==> src/rtl/tdm_pkg.sv <==
// Shared definitions for the TDM demultiplexer family.
//   - state_e  : collection FSM states
//   - DefNumCh : default channels per frame
//   - DefDataW : default bits per sample
package tdm_pkg;

  localparam int unsigned DefNumCh = 4;
  localparam int unsigned DefDataW = 8;

  typedef enum logic [0:0] {
    StIdle,
    StCollect
  } state_e;

endpackage

==> src/rtl/tdm_out_buf.sv <==
// Single-entry valid/ready holding register.
// A load is accepted when the entry is empty or is being drained the same
// cycle; otherwise the offered word is dropped and overflow pulses.
// Ports:
//   clk, rst_n      : clock, async active-low reset
//   load, load_data : offer a new word this cycle
//   ready           : consumer takes the held word when valid && ready
//   valid, data     : held word
//   overflow        : one-cycle pulse, offered word was dropped
module tdm_out_buf #(
  parameter int unsigned Width = 32
) (
  input  logic             clk,
  input  logic             rst_n,
  input  logic             load,
  input  logic [Width-1:0] load_data,
  input  logic             ready,
  output logic             valid,
  output logic [Width-1:0] data,
  output logic             overflow
);

  logic             valid_q;
  logic [Width-1:0] data_q;
  logic             overflow_q;
  logic             accept;
  logic             drop;

  always_comb begin
    accept = load && (!valid_q || ready);
    drop   = load && valid_q && !ready;
  end

  always_ff @(posedge clk or negedge rst_n) begin
    if (!rst_n) begin
      valid_q    <= 1'b0;
      data_q     <= '0;
      overflow_q <= 1'b0;
    end else begin
      overflow_q <= drop;
      if (accept) begin
        valid_q <= 1'b1;
        data_q  <= load_data;
      end else if (ready) begin
        valid_q <= 1'b0;
      end
    end
  end

  assign valid    = valid_q;
  assign data     = data_q;
  assign overflow = overflow_q;

endmodule

==> src/rtl/tdm_demux.sv <==
// Time-division demultiplexer: collects NUM_CH serial samples (slot 0 marked
// by in_sof) into a frame and hands it to a double-buffered parallel output.
// Ports:
//   clk, rst_n                 : clock, async active-low reset
//   in_valid, in_sof, in_data  : serial sample lane (no backpressure)
//   out_valid, out_ready       : frame handshake
//   out_data                   : channel k at [k*DATA_W +: DATA_W]
//   ch_strobe                  : one-hot pulse, slot k was written
//   frame_err                  : pulse, sof arrived mid-frame (resync)
//   overflow                   : pulse, completed frame dropped
module tdm_demux
  import tdm_pkg::*;
#(
  parameter  int unsigned NUM_CH = DefNumCh,
  parameter  int unsigned DATA_W = DefDataW,
  localparam int unsigned CNT_W  = $clog2(NUM_CH)
) (
  input  logic                     clk,
  input  logic                     rst_n,
  input  logic                     in_valid,
  input  logic                     in_sof,
  input  logic [DATA_W-1:0]        in_data,
  output logic                     out_valid,
  input  logic                     out_ready,
  output logic [NUM_CH*DATA_W-1:0] out_data,
  output logic [NUM_CH-1:0]        ch_strobe,
  output logic                     frame_err,
  output logic                     overflow
);

  state_e                         state_q;
  logic [CNT_W-1:0]               slot_q;
  logic [NUM_CH-1:0][DATA_W-1:0]  collect_q;
  logic [NUM_CH-1:0]              ch_strobe_q;
  logic                           frame_err_q;

  logic                           sof_hit;
  logic                           data_hit;
  logic                           last_slot;
  logic                           frame_done;
  logic                           resync;
  logic                           wr_en;
  logic [CNT_W-1:0]               wr_slot;
  logic [NUM_CH-1:0]              ch_strobe_d;
  logic [NUM_CH-1:0][DATA_W-1:0]  frame_word;

  always_comb begin
    sof_hit    = in_valid && in_sof;
    // Non-sof samples only count once a frame has been opened.
    data_hit   = in_valid && !in_sof && (state_q == StCollect);
    last_slot  = (slot_q == CNT_W'(NUM_CH - 1));
    frame_done = data_hit && last_slot;
    resync     = sof_hit && (state_q == StCollect);
    wr_en      = sof_hit || data_hit;
    wr_slot    = sof_hit ? '0 : slot_q;

    ch_strobe_d = '0;
    for (int k = 0; k < NUM_CH; k++) begin
      ch_strobe_d[k] = wr_en && (wr_slot == CNT_W'(k));
    end

    // The completing sample bypasses the collect buffer so the whole frame
    // reaches the output register on the same edge.
    frame_word = collect_q;
    for (int k = 0; k < NUM_CH; k++) begin
      if (slot_q == CNT_W'(k)) begin
        frame_word[k] = in_data;
      end
    end
  end

  always_ff @(posedge clk or negedge rst_n) begin
    if (!rst_n) begin
      state_q     <= StIdle;
      slot_q      <= '0;
      collect_q   <= '0;
      ch_strobe_q <= '0;
      frame_err_q <= 1'b0;
    end else begin
      ch_strobe_q <= ch_strobe_d;
      frame_err_q <= resync;

      for (int k = 0; k < NUM_CH; k++) begin
        if (wr_en && (wr_slot == CNT_W'(k))) begin
          collect_q[k] <= in_data;
        end
      end

      if (sof_hit) begin
        // Start or restart a frame; a stale partial frame is simply overwritten.
        state_q <= StCollect;
        slot_q  <= CNT_W'(1);
      end else if (data_hit) begin
        if (last_slot) begin
          state_q <= StIdle;
          slot_q  <= '0;
        end else begin
          slot_q <= slot_q + CNT_W'(1);
        end
      end
    end
  end

  tdm_out_buf #(
    .Width(NUM_CH * DATA_W)
  ) u_out_buf (
    .clk      (clk),
    .rst_n    (rst_n),
    .load     (frame_done),
    .load_data(frame_word),
    .ready    (out_ready),
    .valid    (out_valid),
    .data     (out_data),
    .overflow (overflow)
  );

  assign ch_strobe = ch_strobe_q;
  assign frame_err = frame_err_q;

endmodule
==> config.mk <==
export PLATFORM = sky130hd
export DESIGN_NAME = tdm_demux
export DESIGN_NICKNAME = d
export VERILOG_FILES = /design/src/rtl/tdm_pkg.sv /design/src/rtl/tdm_out_buf.sv /design/src/rtl/tdm_demux.sv
export SDC_FILE = /design/constraint.sdc
export NUM_CORES = 1
export LEC_CHECK = 0
export BUFFER_PORTS_ARGS = -buffer_cell sky130_fd_sc_hd__buf_4
export CORE_MARGIN = 2
export CORE_UTILIZATION = 33
export DETAILED_ROUTE_END_ITERATION = 10
export PLACE_DENSITY = 0.56
export SLEW_MARGIN = 20
export SYNTH_ARGS = -nofsm -noshare
export SYNTH_HDL_FRONTEND = slang
export SYNTH_SLANG_ARGS = --single-unit
==> constraint.sdc <==
create_clock -name clk -period 1.9 [get_ports clk]
set_clock_uncertainty 0.15 [all_clocks]
set_input_delay 0.285 -clock clk [delete_from_list [all_inputs] [get_ports clk]]
set_output_delay 0.285 -clock clk [all_outputs]
set_load 0.005 [all_outputs]
## Word-level counts from Yosys, hierarchy flattened

Index checks and enable logic that the tools add are counted.

- Input bits: 13
- Flip-flop bits (word level): 74
- Word-level logic and storage cells: 54
- Output and inout bits: 39

- Multiplexer cells: 13
- Equality and inequality tests: 6
- Reductions and logical operators: 23
- Add/sub/neg operators: 1

Operators by type and width:

| operator | number |
|---|---|
| 8-bit 2-to-1 mux | 4 |
| 1-bit logical AND | 12 |
| 2-bit == test (second input constant) | 4 |
| 2-bit 2-to-1 mux | 4 |
| 2-bit nonzero test | 3 |
| 1-bit 2-to-1 mux | 5 |
| 2-bit by 1-bit == test with 1-bit output (second input constant) | 2 |
| 2-bit zero test | 2 |
| 1-bit zero test | 3 |
| 2-bit by 1-bit adder with 2-bit output (second input constant) | 1 |
| 1-bit logical OR | 2 |
| 2-bit AND reduction | 1 |

## Depth between registers and ports, before layout

- Depth in word-level cells: 6
- Gate-level depth with buffers: 6
- Mapped depth without buffers: 5

## Cells and area by module

A second synthesis with hierarchy kept.

- Cells, all modules: 212
- Area, all modules: 3,428.3 sq um

Modules (own cells, without submodules):

| module | times used | cells an instance | sequential area each (sq um) | area each (sq um) |
|---|---|---|---|---|
| tdm_demux | 1 | 138 | 1,001.0 | 2,008.2 |
| tdm_out_buf | 1 | 74 | 850.8 | 1,420.1 |

## Least setup slack after synthesis

No wires, ideal clock.

- Kind: flip-flop to flip-flop
- From: register slot_q[1]
- To: register u_out_buf.data_q[10] (netlist: u_out_buf.data[10])
- Required time: 1.625 ns
- Data arrival time: 1.655 ns
- Cell stages (with the launch flop): 6
- Path buffers: 1
- Slack: -0.030 ns
- Setup time: 0.125 ns
- Cells stage by stage: dfrtp_1 -> inv_1 -> ha_1 -> buf_1 -> mux2_2 -> mux2_2

- Cells in the longest elaborated chain, start to end: 3
- Elaborated cells between the ends (all ways): 5

Ends and longest elaborated chain:

| item | RTL line | RTL |
|---|---|---|
| from (decl) | tdm_demux.sv:32 | `logic [CNT_W-1:0] slot_q;` |
| from (signal assigned) | tdm_demux.sv:98 | `slot_q <= slot_q + CNT_W'(1);` |
| 2-bit == test | tdm_demux.sv:51 | `last_slot = (slot_q == CNT_W'(NUM_CH - 1));` |
| 1-bit logical AND | tdm_demux.sv:52 | `frame_done = data_hit && last_slot;` |
| 1-bit logical AND | tdm_out_buf.sv:30 | `accept = load && (!valid_q \|\| ready);` |
| to (signal assigned) | tdm_out_buf.sv:43 | `data_q <= load_data;` |
| to (decl) | tdm_out_buf.sv:24 | `logic [Width-1:0] data_q;` |

Parallel ways exist; a longest one is shown, timed or not.
A chain may end at the register's enable or synchronous reset.

## Final worst setup path

- From: register slot_q[0]
- To: register u_out_buf.data_q[9] (netlist: u_out_buf.data[9])

Same word-level chain as after synthesis.

==> metrics.csv <==
metric,value,unit
outcome,completed,
core area,9680,um2
Die Width,103,um
syn avg cell area,15.5,um2
die area,10700,um2
crit path kind,flip-flop to flip-flop,
number of max-cap violations,0,
Num CTS Buffers,9,
post-route ant nets,0,
routed wire length,6700,um
DR WL met2,3180,um
critical path required time,1.98,ns
critical-path cell list,ha_1 > nand4b_1 > nor2b_2 > buf_12 > mux2_2,
vias in the first global route,2059,
antenna cells,0,
Post-DP Area,3950,um2
grt total ovfl,0,
Post-CTS Setup Bufs,0,
pre-CTS setup slack,0.134,ns
GP Congestion,0.769,
Clock Pin Slew Worst Setup and Hold Paths,0.08,ns
I/O Buffers,51,
min-delay worst type,input port to flip-flop,
TritonRoute pass-1 iters,4,
drt drc,0,
ys async rst share,100,%
unrepaired setup endpoints after global routing,no,
number of DRC markers in iteration 0,40,
DR vias,1913,
H-tree Lvls,3,
I/O Pins,52,
Netlist cell types,26,
Max clock buf depth,2,
Max Clock Freq,559,MHz
CTS Sinks,74,
Top delay family on crit path,simple AND/OR/NAND/NOR gates,
fin crit period,1.79,ns
first-pass GRT wire length,10900,um
row count,36,
nets@finish,300,
initial antenna violation count,0,
# hold bufs at CTS,1,
Post-Synthesis Cell Area,3250,um2
largest net degree at the start of global routing,40,
DR WL/cell,15.9,um
Ys Warns,0,
"Design Area, Final",4170,um2
crit path max-delay cell type,dfrtp_1,
DR WL met3,287,um
Worst Path Arrival,1.87,ns
die height,103,um
vias per inst,4.54,
Fin Setup TNS,0,ns
"EDFF count, synth",0,
Final Hold Vio Count,0,
Worst path max stage delay,0.39,ns
HPWL Detailed,4610,um
gr usage total,13.9,%
slew of the pin with the lowest slew margin,0.283,ns
Worst VDD drop,628,uV
cells after synthesis,210,
CTS Root Cell,clkbuf_8,
pwr dens,1500,nW/um2
Pleak,1.97,nW
worst-path fanout max,17,
CP Capture Type,flip-flop,
DRT met1 WL,3160,um
Max Used Layer,met4,
post-CTS sizing,0,
WHS,0.0825,ns
P&R area growth vs syn,28.3,%
setup ws final,0.112,ns
Slew headroom,81.2,%
CP Launch Type,flip-flop,
final setup fails,0,
initial core utilization,33.6,%
Synth Flop Type,dfrtp_1,
"flops & latches, synth",74,
layout cells sized above 1,65.3,%
worst path bufs/invs,1,
Final Max Tran Viols,0,
"Seq/Total Area, Yosys",57.0,%
Syn Nets,227,
worst skew pair latency,0.35,ns
fin crit share,94.1,%
CTS tree,yes,
flip-flops by register name, indices dropped and copies added, names as in the netlist:
name                flops
frame_err               1
collect_q              32
ch_strobe               4
state_q                 1
u_out_buf.valid         1
u_out_buf.data         32
u_out_buf.overflow      1
slot_q                  2
cell usage in the layout, fill, tap and decap left out, drive strengths merged:
| cell | synthesis | layout |
|---|---|---|
| nor4 | 2 | 2 |
| nand3 | 1 | 1 |
| nor2b | 1 | 1 |
| nand4b | 1 | 1 |
| o21a | 1 | 1 |
| buf | 9 | 72 |
| nor3b | 2 | 2 |
| ha | 4 | 4 |
| bufinv | 0 | 1 |
| clkbuf | 2 | 12 |
| nand2 | 5 | 5 |
| nand2b | 1 | 1 |
| dfrtp | 74 | 74 |
| mux2 | 96 | 96 |
| clkinv | 0 | 3 |
| and3 | 1 | 1 |
| a22o | 1 | 1 |
| o22ai | 1 | 1 |
| o21ai | 2 | 2 |
| or4 | 1 | 1 |
| dlygate4sd3 | 0 | 1 |
| inv | 4 | 4 |
| nor2 | 1 | 1 |
path summary, 6_finish.rpt:
| kind | depth (start not counted) | slack (ns) | startpoint | end |
|---|---|---|---|---|
| min | 2 | 0.08 | in_valid | slot_q[1] |
| min reg2reg | 1 | 0.35 | u_out_buf.data[28] | u_out_buf.data[28] |
| max | 5 | 0.11 | slot_q[0] | u_out_buf.data[9] |
| max reg2reg | 5 | 0.11 | slot_q[0] | u_out_buf.data[9] |
| min in group asynchronous | 2 | 0.19 | rst_n | u_out_buf.valid |
| max in group asynchronous | 3 | 0.87 | rst_n | u_out_buf.data[6] |
cells in the mapped netlist, types with 2 or more instances:
library cell / instances / area share, %
ha_1: 4 / 1.5
clkbuf_1: 2 / 0.23
buf_4: 3 / 0.69
nor3b_1: 2 / 0.46
dfrtp_1: 74 / 57
mux2_2: 87 / 30
inv_1: 4 / 0.46
buf_1: 3 / 0.35
nor4_4: 2 / 1.3
nand2_1: 5 / 0.58
buf_2: 2 / 0.31
mux2_4: 8 / 3.7
logic make-up (layout without fill, tap and decap cells):
kind of cell | after synthesis | count (layout) | share of synthesized area (%)
flip-flops | 74 | 74 | 57.0
buffers and inverters | 15 | 93 | 2.39
adder cells (fa/ha/maj) | 4 | 4 | 1.54
AND/OR/NAND/NOR | 16 | 16 | 3.81
multiplexers | 96 | 96 | 34.2
AO/OA/AOI/OAI | 5 | 5 | 1.12
power by group:
group	internal, mW	switching, mW
Clock	0.712	0.583
Combinational	1.57	0.813
Sequential	2.23	0.343
Total	4.52	1.74
through the flow:
step           utilization, %  instances  total power, mW
6_report                 43.1        421             6.26
5_1_grt                  43.1        421             6.71
4_1_cts                  43.1        421             6.37
3_5_place_dp             40.8        404             5.04
3_3_place_gp             40.8        404             4.98
2_1_floorplan               -        210             3.95
layout make-up:
type	instances	area, um2
clock inverters	4	48.8
multi-input cells	121	1320
well taps	133	166
inverters	4	15.0
repair buffers	73	601
clock buffers	12	165
flip-flops and latches	74	1850
fillers	929	5510
worst reg2reg max path, cell delays in order (launching register included):
cell and delay [ns]:
dfrtp_1 0.39, ha_1 0.19, nand4b_1 0.14, nor2b_2 0.26, buf_12 0.20, mux2_2 0.35
per-layer routing:
layer	track usage, %	vias up
met5	0	-
met4	3.64	0
met3	4.50	9
met2	21.6	39
met1	18.9	979
li1	-	886
Note: power is estimated with default switching activity, not from simulation.
